**config.mk**
```make
export PLATFORM = sky130hd
export DESIGN_NAME = rom_port_arbiter
export DESIGN_NICKNAME = d
export VERILOG_FILES = /design/src/rtl/rom_port_arbiter.sv
export SDC_FILE = /design/constraint.sdc
export NUM_CORES = 1
export LEC_CHECK = 0
export BUFFER_PORTS_ARGS = -buffer_cell sky130_fd_sc_hd__clkbuf_2
export CORE_ASPECT_RATIO = 0.7
export CORE_MARGIN = 8
export CORE_UTILIZATION = 40
export CTS_CLUSTER_SIZE = 30
export DETAILED_ROUTE_END_ITERATION = 6
export PLACE_DENSITY_LB_ADDON = 0.1
export SLEW_MARGIN = 0
export SYNTH_ARGS = -nofsm -noshare
export SYNTH_HDL_FRONTEND = slang
export SYNTH_HIERARCHICAL = 1
export SYNTH_SLANG_ARGS = --single-unit
```
**constraint.sdc**
```tcl
create_clock -name clock -period 2 [get_ports clock]
set_clock_uncertainty 0.2 [all_clocks]
set_input_delay 0.5 -clock clock [delete_from_list [all_inputs] [get_ports clock]]
set_output_delay 0.5 -clock clock [all_outputs]
set_load 0.01 [all_outputs]
```
**src/rtl/rom_port_arbiter.sv**
```systemverilog
// Two-port round-robin arbiter in front of a combinational single-ported ROM.
// Optional perf counters are enabled by defining ROM_ARB_PERF_EN.

module rom_arb_slot #(
  parameter int DATA_W = 32
) (
  input  logic              clock,
  input  logic              reset,
  input  logic              grant,
  input  logic              resp_ready,
  input  logic [DATA_W-1:0] rom_data,
  output logic              slot_free,
  output logic              resp_valid,
  output logic [DATA_W-1:0] resp_data
);
  // A drained slot can be refilled on the same edge, which gives 1 word/cycle.
  assign slot_free = !resp_valid || resp_ready;

  always_ff @(posedge clock or posedge reset) begin
    if (reset) begin
      resp_valid <= 1'b0;
      resp_data  <= '0;
    end else if (grant) begin
      resp_valid <= 1'b1;
      resp_data  <= rom_data;
    end else if (resp_ready) begin
      resp_valid <= 1'b0;
    end
  end
endmodule

module rom_port_arbiter #(
  parameter int ADDR_W = 8,
  parameter int DATA_W = 32,
  parameter int CNT_W  = 16
) (
  input  logic              clock,
  input  logic              reset,
  input  logic              req0_valid,
  input  logic [ADDR_W-1:0] req0_addr,
  output logic              req0_ready,
  output logic              resp0_valid,
  output logic [DATA_W-1:0] resp0_data,
  input  logic              resp0_ready,
  input  logic              req1_valid,
  input  logic [ADDR_W-1:0] req1_addr,
  output logic              req1_ready,
  output logic              resp1_valid,
  output logic [DATA_W-1:0] resp1_data,
  input  logic              resp1_ready,
  output logic [ADDR_W-1:0] rom_addr,
  input  logic [DATA_W-1:0] rom_data
`ifdef ROM_ARB_PERF_EN
  ,
  output logic [CNT_W-1:0]  perf_grants0,
  output logic [CNT_W-1:0]  perf_grants1,
  output logic [CNT_W-1:0]  perf_conflicts
`endif
);
  localparam int NUM_PORTS = 2;

  logic [NUM_PORTS-1:0]             req_valid, resp_ready, slot_free, eligible, grant, resp_valid;
  logic [NUM_PORTS-1:0][DATA_W-1:0] resp_data;
  logic                             prio;

  assign req_valid  = {req1_valid, req0_valid};
  assign resp_ready = {resp1_ready, resp0_ready};
  assign eligible   = req_valid & slot_free;

  for (genvar i = 0; i < NUM_PORTS; i++) begin : g_slot
    rom_arb_slot #(.DATA_W(DATA_W)) u_slot (
      .clock      (clock),
      .reset      (reset),
      .grant      (grant[i]),
      .resp_ready (resp_ready[i]),
      .rom_data   (rom_data),
      .slot_free  (slot_free[i]),
      .resp_valid (resp_valid[i]),
      .resp_data  (resp_data[i])
    );
  end

  always_comb begin
    grant = '0;
    if (&eligible) grant[prio] = 1'b1;
    else           grant       = eligible;
  end

  // prio points at whichever port lost (or sat out) the last grant.
  always_ff @(posedge clock or posedge reset) begin
    if (reset)       prio <= 1'b0;
    else if (|grant) prio <= grant[0];
  end

  assign req0_ready  = grant[0];
  assign req1_ready  = grant[1];
  assign resp0_valid = resp_valid[0];
  assign resp1_valid = resp_valid[1];
  assign resp0_data  = resp_data[0];
  assign resp1_data  = resp_data[1];
  assign rom_addr    = grant[1] ? req1_addr : req0_addr;

`ifdef ROM_ARB_PERF_EN
  always_ff @(posedge clock or posedge reset) begin
    if (reset) begin
      perf_grants0   <= '0;
      perf_grants1   <= '0;
      perf_conflicts <= '0;
    end else begin
      perf_grants0   <= perf_grants0 + CNT_W'(grant[0]);
      perf_grants1   <= perf_grants1 + CNT_W'(grant[1]);
      perf_conflicts <= perf_conflicts + CNT_W'(&eligible);
    end
  end
`endif
endmodule

```
==> impl_metrics.py <==
metrics = {
    "setup_path": {
        "worst-path-max-fanout": 5,
        "worst_path_most_repeated_cell": "sky130_fd_sc_hd__buf_6",
        "timing.critical_path.buf_inv": 2,
        "worst-setup-path-type": "reg -> out",
        "worst_path_max_delay_cell": "sky130_fd_sc_hd__dfrtp_1",
        "regToRegSetupSlack_ns": 0.03,
        "setup.worst_path.start_class": "flop",
        "timing.critical_path.max_delay_family": "flip-flops",
        "timing.critical_path.slowest_cell_delay_ns": 0.40,
        "critical_path_required_ns": 1.30,
        "crit_path_cell_trace": "nand2b_1, nand2_2, o21bai_4, buf_6, mux2_4, buf_6",
        "arrival_ns": 1.70,
        "endpoint_kind": "output pin",
    },
    "final_layout": {
        "n_antenna_cell": 0,
        "final-seq-area_sq_um": 1680,
        "multi_input_area_sq_um": 1160,
        "nFillCells": 577,
        "drive_above_1_share": 0.762,
        "fin_nets": 381,
        "postLayoutCellArea_sq_um": 4270,
        "area.growth.synth_to_final_pct": 45.7,
    },
    "placed_design": {
        "preCtsSetupSlack_ns": -0.329,
        "gp_congestion": 0.678,
        "placed_cell_area_sq_um": 3700,
        "place.port_buffers": 129,
        "detailed_place_hpwl_microns": 5220,
    },
    "die": {
        "num_io_pins": 130,
        "dieHeight_microns": 87.6,
        "die_w_microns": 118,
        "fp-row-count": 26,
        "fp.coreArea_sq_um": 7190,
        "die_area_sq_um": 10400,
        "starting_density": 0.407,
    },
    "synthesis": {
        "synth_sequential_area_ratio": 0.572,
        "yosys_warnings": 6,
        "postSynthNetCount": 215,
        "yosys.area_share.simple": 0.0124,
        "avgSynthCellArea_sq_um": 18.2,
        "area_fraction_in_compound_gates_after_synthesis": 0.0103,
        "main_combinational_cell_family_by_area_after_synthesis": "multiplexers",
        "netlist_area_sq_um": 2930,
        "muxShareOfSynthArea": 0.351,
        "yosys.area_share.adder": 0,
        "yosys.area_share.xor_xnor": 0,
        "postSynthCellCount": 161,
        "synth_cell_types": 11,
        "postSynthRegisterBits": 67,
    },
    "worst_hold_path": {
        "worst_hold_path_type": "in -> reg",
    },
    "route": {
        "detailroute.via_count": 1955,
        "average_routed_wire_per_standard_cell_microns": 17.5,
        "drt_iter0_drcs": 49,
        "total_length_of_routed_wires_microns": 7540,
        "route.antenna.remaining_nets": 0,
        "drt-pass1-iter-count": 4,
        "route.detailed.vias_per_inst": 4.55,
        "route.detailed.drc": 0,
    },
    "global_route": {
        "globalRouteOverflowTotal": 0,
        "antenna_violations_before_repair": 0,
        "first_global_vias": 2243,
        "grt_usage": 0.145,
        "grt_max_degree": 19,
        "first_pass_grt_wire_length_microns": 11700,
    },
    "timing": {
        "worst_pin_slew_ns": 0.261,
        "final_period_minus_worst_setup_slack_ns": 2.40,
        "grt_setup_unrepaired": "yes",
        "finalSetupViolCount": 10,
        "maxSlewHeadroom": 0.826,
        "fmax_mhz": 416,
        "maxSlewViolCount": 0,
        "finalCritPeriodShare": 1.20,
        "hold_viol": 0,
        "setup_slack_ns": -0.405,
        "hold_slack_ns": 0.214,
    },
    "flow_run": {
        "max_cap_violations": 0,
    },
    "status": {
        "violations_in_the_final_reports": "negative setup slack",
        "run_status": "complete, but fails checks",
    },
    "power_and_ir_drop": {
        "pwr_density_cell_nw_per_um2": 1070,
        "finalPower_mw": 4.57,
        "vdd_ir_drop_max_uv": 528,
        "power.static_leakage_nw": 2.24,
    },
    "clock_network": {
        "cts_max_path_buffers": 2,
        "clock_edge_transition_at_the_registers_on_the_reported_setup_and_hold_paths_ns": 0.07,
        "clk-insertion-delay-late_ns": 0.33,
        "tritoncts": "built",
        "root_buffer": "sky130_fd_sc_hd__clkbuf_8",
        "cts.htree.levels": 3,
        "numClockSinks": 67,
        "cts_made_buffers": 9,
    },
}
report_power, final:
group	leakage, nW	internal (mW)	switching (mW)
Clock	0.0791	0.444	0.500
Combinational	1.38	1.02	0.678
Sequential	0.782	1.71	0.219
cells in the mapped netlist (all sizes together):
cell type	instances	area, sq um
a31oi	1	6.26
buf	8	143
dfrtp	67	1680
inv	4	15.0
mux2	72	1030
nand2	3	11.3
nand2b	4	25.0
o21ai	1	5.00
o21bai	1	18.8
worst reg2reg max path, delay by kind of cell (launching register included):
kind,cells,cell delay (ns)
AND/OR/NAND/NOR,2,0.16
flip-flops,1,0.37
buffers and inverters,11,1.17
final timing paths:
path,start,to,cells past startpoint
worst max-delay path,g_slot[0].u_slot/resp_valid$_DFFE_PP0P_,rom_addr[5],6
worst min register to register,g_slot[0].u_slot/resp_data[24]$_DFFE_PP0P_,g_slot[0].u_slot/resp_data[24]$_DFFE_PP0P_,1
worst max register to register,g_slot[0].u_slot/resp_valid$_DFFE_PP0P_,g_slot[0].u_slot/resp_valid$_DFFE_PP0P_,13
worst min-delay path,rom_data[29],g_slot[0].u_slot/resp_data[29]$_DFFE_PP0P_,2
max in group asynchronous,reset,g_slot[1].u_slot/resp_data[31]$_DFFE_PP0P_,4
min in group asynchronous,reset,prio$_DFFE_PP0P_,3
area by class of cell:
class | count | share of cell area
Sequential cell | 67 | 0.393
Multi-Input combinational cell | 82 | 0.272
Timing Repair Buffer | 163 | 0.264
Clock buffer | 11 | 0.0308
Tap cell | 98 | 0.0287
Clock inverter | 5 | 0.00704
Inverter | 4 | 0.00411
layout by cell type, fill, tap and decap left out, drive strengths merged:
cell type and count:
mux2 72, o21ai 1, clkinv 3, a31oi 1, dlygate4sd3 1, o21bai 1
nand2 3, inv 4, dfrtp 67, clkbuf 132, clkinvlp 2, buf 41
nand2b 4
sequential cells by signal, indices dropped and copies added, names as in the netlist:
signal	flops
g_slot.u_slot/resp_data	64
g_slot.u_slot/resp_valid	2
prio	1
cells by family (layout without fill, tap and decap cells):
logic type,Yosys count,count (layout)
AND/OR/NAND/NOR,7,7
AO/OA/AOI/OAI,3,3
buffers and inverters,12,183
multiplexers,72,72
flip-flops,67,67
layer usage:
layer	vias up	global-route usage	wire length, microns
met4	0	0.0486	82
met1	961	0.181	3500
met2	95	0.211	3230
li1	888	-	-
met3	11	0.0741	728
met5	-	0	0
per-stage QoR:
stage	instances	TNS (ns)	utilization
floorplan	161	-0.0820	-
global placement	392	-4.07	0.514
detailed placement	392	-4.79	0.514
CTS	428	-3.61	0.568
global route	430	-4.22	0.593
finish	430	-3.38	0.593
what timing repair did:
action / in CTS / in global routing
setup buffers: 19 / 3
gates cloned: 0 / 3
hold buffers: 1 / 0
pin swaps: 2 / 3
setup endpoints to repair: 10 / 43
hold endpoints to repair: 1 / 0
gates resized for setup: 21 / 38
(Power assumes the default switching activity.)
